`config.mk`:
```
export PLATFORM = sky130hd
export DESIGN_NAME = teclado_grid_cursor_flat
export DESIGN_NICKNAME = d
export VERILOG_FILES = /design/src/rtl/teclado_grid_cursor_pkg.sv /design/src/rtl/teclado_grid_cursor_if.sv /design/src/rtl/teclado_grid_cursor_blink_timer.sv /design/src/rtl/teclado_grid_cursor.sv /design/src/flat_wrapper.sv
export SDC_FILE = /design/constraint.sdc
export NUM_CORES = 1
export LEC_CHECK = 0
export CAP_MARGIN = 30
export CORE_ASPECT_RATIO = 0.8
export CORE_MARGIN = 2
export CORE_UTILIZATION = 53
export DETAILED_ROUTE_END_ITERATION = 12
export MAX_ROUTING_LAYER = met4
export PLACE_DENSITY_LB_ADDON = 0.2
export SYNTH_ARGS = -nofsm -noshare
export SYNTH_HDL_FRONTEND = slang
export SYNTH_SLANG_ARGS = --single-unit
```
`constraint.sdc`:
```
create_clock -name clk -period 3.8 [get_ports clk]
set_clock_uncertainty 0.05 [all_clocks]
set_input_delay 0.57 -clock clk [delete_from_list [all_inputs] [get_ports clk]]
set_output_delay 0.57 -clock clk [all_outputs]
set_load 0.05 [all_outputs]
```
`src/rtl/teclado_grid_cursor_pkg.sv`:
```
// teclado_pkg: default keypad geometry and the key index map shared with the key decoder
package teclado_pkg;
  localparam int COLS_DEF = 5;
  localparam int ROWS_DEF = 5;
  localparam int X0_DEF = 0;
  localparam int Y0_DEF = 0;
  localparam int K_7 = 0, K_8 = 1, K_9 = 2, K_DIV = 3, K_AC = 4;
  localparam int K_4 = 5, K_5 = 6, K_6 = 7, K_MUL = 8, K_BORRAR = 9;
  localparam int K_1 = 10, K_2 = 11, K_3 = 12, K_RES = 13, K_CE = 14;
  localparam int K_0 = 15, K_PUNTO = 16, K_RAIZ = 17, K_SUM = 18, K_IGUAL = 19;
  localparam int K_A = 20, K_B = 21, K_C = 22, K_D = 23, K_E = 24;
  // K_F is only reachable on builds with at least 26 keys
  localparam int K_F = 25;
endpackage

```
`src/rtl/teclado_grid_cursor_if.sv`:
```
// teclado_grid_cursor_if: cell coordinates, button pulses and key outputs of the keypad overlay
interface teclado_grid_cursor_if #(
  parameter int XW = 5,
  parameter int YW = 4,
  parameter int PW = 5
);
  logic [XW-1:0] X;
  logic [YW-1:0] Y;
  logic frame_tick, btn_up, btn_down, btn_left, btn_right, btn_ok;
  logic borde, hl, key_valid;
  logic [PW-1:0] pos, key_code;
  modport master (
    output X, Y, frame_tick, btn_up, btn_down, btn_left, btn_right, btn_ok,
    input borde, hl, pos, key_valid, key_code
  );
  modport slave (
    input X, Y, frame_tick, btn_up, btn_down, btn_left, btn_right, btn_ok,
    output borde, hl, pos, key_valid, key_code
  );
endinterface

```
`src/rtl/teclado_grid_cursor_blink_timer.sv`:
```
// blink_timer: blink phase toggled every BLINK_FRAMES frames; restart forces the visible phase
module blink_timer #(
  parameter int BLINK_FRAMES = 16
) (
  input  logic clk,
  input  logic rst_n,
  input  logic frame_tick,
  input  logic restart,
  output logic phase
);
  localparam int CW = $clog2(BLINK_FRAMES + 1);
  localparam logic [CW-1:0] LAST = CW'(BLINK_FRAMES - 1);
  logic [CW-1:0] cnt_q, cnt_d;
  logic phase_q, phase_d;
  always_comb begin
    cnt_d = restart ? '0 : frame_tick ? (cnt_q == LAST ? '0 : cnt_q + 1'b1) : cnt_q;
    phase_d = restart ? 1'b1 : (frame_tick && cnt_q == LAST) ? ~phase_q : phase_q;
  end
  always_ff @(posedge clk or negedge rst_n)
    if (!rst_n) begin
      cnt_q <= '0;
      phase_q <= 1'b1;
    end else begin
      cnt_q <= cnt_d;
      phase_q <= phase_d;
    end
  assign phase = phase_q;
endmodule

```
`src/rtl/teclado_grid_cursor.sv`:
```
// teclado_grid_cursor: keypad grid overlay with a wrap-around blinking cursor and key confirm
module teclado_grid_cursor
  import teclado_pkg::*;
#(
  parameter int COLS = COLS_DEF,
  parameter int ROWS = ROWS_DEF,
  parameter int XW = 5,
  parameter int YW = 4,
  parameter int X0 = X0_DEF,
  parameter int Y0 = Y0_DEF,
  parameter int BLINK_FRAMES = 16,
  parameter int PW = $clog2(COLS * ROWS)
) (
  input logic clk,
  input logic rst_n,
  teclado_grid_cursor_if.slave bus
);
  localparam int CW = $clog2(COLS);
  localparam int RW = $clog2(ROWS);
  localparam logic [CW-1:0] C_LAST = CW'(COLS - 1);
  localparam logic [RW-1:0] R_LAST = RW'(ROWS - 1);
  localparam logic [XW:0] X_LO = (XW+1)'(X0);
  localparam logic [XW:0] X_HI = (XW+1)'(X0 + 2 * COLS);
  localparam logic [YW:0] Y_LO = (YW+1)'(Y0);
  localparam logic [YW:0] Y_HI = (YW+1)'(Y0 + 2 * ROWS);
  localparam logic [PW-1:0] COLS_P = PW'(COLS);
  logic [CW-1:0] col_q, col_d;
  logic [RW-1:0] row_q, row_d;
  logic [PW-1:0] key_code_q, key_code_d;
  logic key_valid_q, borde_q, borde_d, hl_q, hl_d, moved, phase, in_box;
  logic [XW:0] dx;
  logic [YW:0] dy;
  always_comb begin
    row_d = bus.btn_up ? (row_q == '0 ? R_LAST : row_q - 1'b1) :
            bus.btn_down ? (row_q == R_LAST ? '0 : row_q + 1'b1) : row_q;
    col_d = (bus.btn_up | bus.btn_down) ? col_q :
            bus.btn_left ? (col_q == '0 ? C_LAST : col_q - 1'b1) :
            bus.btn_right ? (col_q == C_LAST ? '0 : col_q + 1'b1) : col_q;
    moved = bus.btn_up | bus.btn_down | bus.btn_left | bus.btn_right;
    key_code_d = bus.btn_ok ? bus.pos : key_code_q;
    // offsets from the grid origin; one extra bit keeps cells left/above the box from aliasing
    dx = {1'b0, bus.X} - X_LO;
    dy = {1'b0, bus.Y} - Y_LO;
    in_box = {1'b0, bus.X} >= X_LO && {1'b0, bus.X} <= X_HI &&
             {1'b0, bus.Y} >= Y_LO && {1'b0, bus.Y} <= Y_HI;
    borde_d = in_box & (~dx[0] | ~dy[0]);
    hl_d = phase & in_box & (dx == (XW+1)'({col_q, 1'b1})) & (dy == (YW+1)'({row_q, 1'b1}));
  end
  always_ff @(posedge clk or negedge rst_n)
    if (!rst_n) begin
      col_q <= '0;
      row_q <= '0;
      key_code_q <= '0;
      key_valid_q <= 1'b0;
      borde_q <= 1'b0;
      hl_q <= 1'b0;
    end else begin
      col_q <= col_d;
      row_q <= row_d;
      key_code_q <= key_code_d;
      key_valid_q <= bus.btn_ok;
      borde_q <= borde_d;
      hl_q <= hl_d;
    end
  blink_timer #(.BLINK_FRAMES(BLINK_FRAMES)) u_blink (
    .clk(clk),
    .rst_n(rst_n),
    .frame_tick(bus.frame_tick),
    .restart(moved),
    .phase(phase)
  );
  assign bus.pos = PW'(row_q) * COLS_P + PW'(col_q);
  assign bus.key_code = key_code_q;
  assign bus.key_valid = key_valid_q;
  assign bus.borde = borde_q;
  assign bus.hl = hl_q;
endmodule

```
`src/flat_wrapper.sv`:
```
// flat-port wrapper written by rule: the top's interface ports become plain ports
module teclado_grid_cursor_flat import teclado_pkg::*;
#(
  parameter int COLS = COLS_DEF,
  parameter int ROWS = ROWS_DEF,
  parameter int XW = 5,
  parameter int YW = 4,
  parameter int X0 = X0_DEF,
  parameter int Y0 = Y0_DEF,
  parameter int BLINK_FRAMES = 16,
  parameter int PW = $clog2(COLS * ROWS)
)
  (clk, rst_n, bus_X, bus_Y, bus_frame_tick, bus_btn_up, bus_btn_down, bus_btn_left, bus_btn_right, bus_btn_ok, bus_borde, bus_hl, bus_pos, bus_key_valid, bus_key_code);
  teclado_grid_cursor_if #(.XW(XW), .YW(YW), .PW(PW)) bus_i ();
  input logic clk;
  input logic rst_n;
  input wire logic [$bits(bus_i.X)-1:0] bus_X;
  input wire logic [$bits(bus_i.Y)-1:0] bus_Y;
  input wire logic [$bits(bus_i.frame_tick)-1:0] bus_frame_tick;
  input wire logic [$bits(bus_i.btn_up)-1:0] bus_btn_up;
  input wire logic [$bits(bus_i.btn_down)-1:0] bus_btn_down;
  input wire logic [$bits(bus_i.btn_left)-1:0] bus_btn_left;
  input wire logic [$bits(bus_i.btn_right)-1:0] bus_btn_right;
  input wire logic [$bits(bus_i.btn_ok)-1:0] bus_btn_ok;
  output wire logic [$bits(bus_i.borde)-1:0] bus_borde;
  output wire logic [$bits(bus_i.hl)-1:0] bus_hl;
  output wire logic [$bits(bus_i.pos)-1:0] bus_pos;
  output wire logic [$bits(bus_i.key_valid)-1:0] bus_key_valid;
  output wire logic [$bits(bus_i.key_code)-1:0] bus_key_code;
  assign bus_i.X = bus_X;
  assign bus_i.Y = bus_Y;
  assign bus_i.frame_tick = bus_frame_tick;
  assign bus_i.btn_up = bus_btn_up;
  assign bus_i.btn_down = bus_btn_down;
  assign bus_i.btn_left = bus_btn_left;
  assign bus_i.btn_right = bus_btn_right;
  assign bus_i.btn_ok = bus_btn_ok;
  assign bus_borde = bus_i.borde;
  assign bus_hl = bus_i.hl;
  assign bus_pos = bus_i.pos;
  assign bus_key_valid = bus_i.key_valid;
  assign bus_key_code = bus_i.key_code;
  teclado_grid_cursor #(.COLS(COLS), .ROWS(ROWS), .XW(XW), .YW(YW), .X0(X0), .Y0(Y0), .BLINK_FRAMES(BLINK_FRAMES), .PW(PW)) u_core (.clk(clk), .rst_n(rst_n), .bus(bus_i));
endmodule
```
# ---- Yosys cells after proc, flatten, opt, wreduce, memory -nomap -nowiden
# Cells that the tools add are included.
dict set report totals {
  out_inout_bits 13
  register_bits 20
  word_cells 56
  in_bits 17
}
dict set report op_classes {
  magnitude_cmp 2
  bitwise_logic 12
  n_reduce_logical 9
  muxes 13
  n_addsub 6
  multipliers 1
  n_eq_ne 5
}
# cell n
set ops {}
lappend ops {{2-to-1 mux 3 bit} 8}
lappend ops {{2-to-1 mux 5 bit} 3}
lappend ops {{nonzero test 2 bit} 4}
lappend ops {{adder 3 x 1 -> 3 bit, second input constant} 2}
lappend ops {{== test 3 bit, second input constant} 2}
lappend ops {{zero test 3 bit} 2}
lappend ops {{subtractor 3 x 1 -> 3 bit, second input constant} 2}
lappend ops {{adder 5 x 1 -> 5 bit, second input constant} 1}
lappend ops {{adder 5 x 3 -> 5 bit} 1}
lappend ops {{== test 5 x 4 -> 1 bit} 1}
lappend ops {{== test 5 x 4 -> 1 bit, second input constant} 1}
lappend ops {{less-or-equal comparator 5 x 4 -> 1 bit, second input constant} 1}
lappend ops {{multiplier 3 x 3 -> 5 bit, second input constant} 1}
lappend ops {{bitwise AND 1 bit} 4}
lappend ops {{== test 4 bit} 1}
lappend ops {{less-or-equal comparator 4 bit, second input constant} 1}
lappend ops {{NOT 1 bit} 4}
lappend ops {{bitwise OR 1 bit} 4}
lappend ops {{logical AND 1 bit} 2}
lappend ops {{2-to-1 mux 1 bit} 2}
lappend ops {{AND reduction 2 bit} 1}

# ---- Logic depth before layout (Yosys ltp)
dict set report depth {
  ltp_word 5
  ltp_mapped 6
}

# ---- Hierarchy
# From an unflattened synthesis, not the netlist that was laid out.
dict set report hier_totals {
  cells_unflattened 130
  area_unflattened_um2 1346.3
}
# module cells_per_inst area_per_inst_um2 n_inst seq_area_each_um2
set by_module_without_submodules {}
lappend by_module_without_submodules {teclado_grid_cursor 102 1048.5 1 350.3}
lappend by_module_without_submodules {blink_timer 28 297.8 1 151.4}

# ---- Worst setup path before layout
# No wires, ideal clock.
dict set report synth_timing {
  path_kind {reg-to-output}
  from {register u_core.row_q[2]}
  to {output bus_pos[3]}
  path_buffers 0
  stages_incl_launch_ff 6
  t_arrival_ns 2.356
  required_time_ns 3.180
  slack_ns 0.824
  cell_sequence {dfrtp_1 -> ha_1 -> ha_1 -> inv_1 -> fa_1 -> xnor2_1}
}
dict set report synth_via {
  elab_chain_len 2
}
# element line_no
set synth_lines {}
lappend synth_lines {{start, declared} teclado_grid_cursor.sv:28} ;# logic [RW-1:0] row_q, row_d;
lappend synth_lines {{start signal, assigned} teclado_grid_cursor.sv:59} ;# row_q <= row_d;
lappend synth_lines {{multiplier 3 x 3 -> 5 bit} teclado_grid_cursor.sv:72} ;# assign bus.pos = PW'(row_q) * COLS_P + PW'(col_q);
lappend synth_lines {{adder 5 x 3 -> 5 bit} teclado_grid_cursor.sv:72}
lappend synth_lines {{end, declared} flat_wrapper.sv:27} ;# output wire logic [$bits(bus_i.pos)-1:0] bus_pos;
# No other way between the ends.

# ---- Final worst setup path
# Ends and elaborated chain as after synthesis.

==> key figures <==
Clocking
  • CTS resizes: 0
  • Clock slew at reported path FFs: ~110 ps
  • TritonCTS Buffers: 3
  • Root Driver: clkbuf_4
  • CTS tree: built
  • Clk_lat worst skew: 290 ps
  • CTS HTree Levels: 1
  • CTS Buffer Depth: 2
  • Post-CTS setup buffer count: 0
  • # hold bufs at CTS: 0
  • Clk sinks: 20

Timing
  • Max Freq: approximately 0.28 GHz
  • Final Hold Violating Endpoints: 0
  • Tcrit/Tclk final: between 90% and 100%
  • Total Neg Setup Slack: 0 ps
  • Unrepaired setup endpoints after global routing: no
  • Final Max Tran Viols: 0
  • Setup Viol. Count Final: 0
  • Final min period: 3526 ps
  • Measured slew at the worst slew-check pin: about 870 ps
  • Relative slew slack: 41.95%

Logic synthesis
  • Most common cell in the synthesized netlist: dfrtp_1
  • Synth Register Bits: 20
  • Syn Nets: approximately 160
  • Number of synthesized flops with an enable pin: 0
  • Commonest cells post-synth: dfrtp_1, ha_1, inv_1
  • Synth top area share: between 30 and 40%
  • Post-synthesis sequential area ratio: a little under two fifths
  • Library cells used by synthesis: 37
  • Syn Inst Count: approximately 130
  • FFs w/ async S/R, synth: between 90% and 100%
  • Syn avg cell area: 10.38 um^2
  • Synth area leaders: dfrtp_1, ha_1, xor2_1
  • Cell Area, Synth: approximately 1300 um^2
  • YS warnings: 0
  • Top FF cell, synth: dfrtp_1
  • Area leader, netlist: dfrtp_1

Detailed routing
  • Drt drc: 0
  • Wire length per cell: 14.09 um
  • Vias post-DR: around 1,100
  • Final WL: roughly 2700 um
  • DR vias/cell: ~5.4
  • Final ANT Viol Nets: 0
  • Iter 0 DRT Violations: 21
  • Initial DRT Pass Iterations: 4

Global route
  • Largest net degree at the start of global routing: 21
  • Initial antenna violation count: 0
  • Global-route wire length before repair: about 4400 um
  • Remaining Overflow, GRT: 0
  • Vias in the first global route: between 1,000 and 1,500
  • Total GRT Usage: 20.53%

Die
  • DIE WIDTH: around 60 um
  • Row count: 16
  • Core ar.: roughly 2400 um^2
  • Total die area: about 3000 um^2
  • Die H: between 40 and 50 um
  • I/O Pins: 30
  • Initial core utilization: between 50% and 60%

Min path
  • Worst min path class: reg2reg
  • Hold_sp: u_core.u_blink.cnt_q[4]$_DFFE_PN0P_

Outcome
  • Status: finished clean

Setup path
  • Startpoint class of the critical path: flop
  • CP arrival: between 2000 and 3000 ps
  • Crit path max fanout: 7
  • CP endpoint kind: output pin
  • CP Launch Point: u_core.row_q[2]$_DFFE_PN0P_
  • Crit path required time: 3180 ps
  • Reg-to-Reg Start: u_core.row_q[2]$_DFFE_PN0P_
  • Setup CP Type: reg2out

Cells and area
  • Area growth, synth to finish: 25.80%
  • # nets final: roughly 190
  • Final antenna diode count: 0
  • Share of cells above drive strength 1: around a tenth

Run
  • Max-Cap Viols: 0

Placed design
  • IO buf count: 29
  • Post-DP HPWL: 2238 um
  • Global placer's final weighted congestion: about 0.83
## flip-flops by register name, indices dropped and copies added, names as in the netlist
signal,flops
u_core.bus.borde,1
u_core.row_q,3
u_core.col_q,3
u_core.u_blink.cnt_q,5
u_core.bus.hl,1
u_core.bus.key_valid,1
u_core.u_blink.phase,1
u_core.bus.key_code,5
## worst paths after layout
| kind | endpoint | slack [ps] | cells past startpoint |
|---|---|---|---|
| worst max-delay path | bus_pos[3] | 270 | 6 |
| worst min-delay path | u_core.u_blink.cnt_q[4]$_DFFE_PN0P_ | 470 | 2 |
| worst max register to register | u_core.bus.key_code[3]$_DFFE_PN0P_ | 1650 | 6 |
| worst min register to register | u_core.u_blink.cnt_q[4]$_DFFE_PN0P_ | 470 | 2 |
| max in group asynchronous | u_core.u_blink.cnt_q[1]$_DFFE_PN0P_ | 2460 | 1 |
| min in group asynchronous | u_core.bus.key_code[2]$_DFFE_PN0P_ | 710 | 1 |
## cell type report
class	count	area [um^2]
fillers	175	750.7
well taps	36	45.04
repair buffers	29	290.3
inverters	10	37.54
multi-input cells	96	770.7
clock buffers	4	26.28
flip-flops and latches	20	501.7
## per-stage QoR
stage / utilization [%] / cells / setup slack, ps / area (um^2) / hold WS [ps]
6_report: 69.01 / 195 / 273.8 / 1672 / 470.0
5_1_grt: 69.01 / 195 / 163.3 / 1672 / 494.7
4_1_cts: 69.01 / 195 / 259.4 / 1672 / 474.1
3_5_place_dp: 67.92 / 191 / 611.1 / 1645 / 452.0
3_3_place_gp: 67.92 / 191 / 646.4 / 1645 / 439.5
2_1_floorplan: - / 128 / 824.5 / 1329 / 224.4
## layer usage
metal	track usage, %	wire (um)	up-vias
li1	-	-	519
met1	26.37	1291	503
met2	32.97	1277	36
met3	3.183	157	2
met4	6.667	22	0
met5	-	0	-
## critical path, cell delays in order (launching register included)
cell and delay, ps:
dfrtp_1 490, ha_1 320, ha_1 300, inv_1 60, fa_1 420, xnor2_1 200
clkdlybuf4s50_1 830
## cells in the final DEF, fill, tap and decap left out, types with 2 or more instances in the layout
cell type and n:
clkbuf_4 3, a311oi_1 2, a21boi_0 2, nand3b_1 2
nor2_1 9, nor3_1 2, dfrtp_1 19, clkdlybuf4s50_1 29
a21o_1 3, mux2i_1 2, nand3_1 4, or2_2 2
a21oi_1 5, mux2_2 6, o21ai_0 6, ha_1 15
xor2_1 9, xnor2_1 2, inv_1 10, nand2_1 9
## cells by family after synthesis
kind of cell / synth area share (%)
AOI/OAI and AO/OA: 13.94
DFF: 37.76
muxes: 6.591
and+or+nand+nor: 14.59
xor gates and xnor gates: 7.251
adders and majority gates: 15.63
buffers and inverters: 4.238
Power is left out: the tool's default activity adds up to more than one toggle a clock period on the data nets, which glitch-free logic cannot reach.
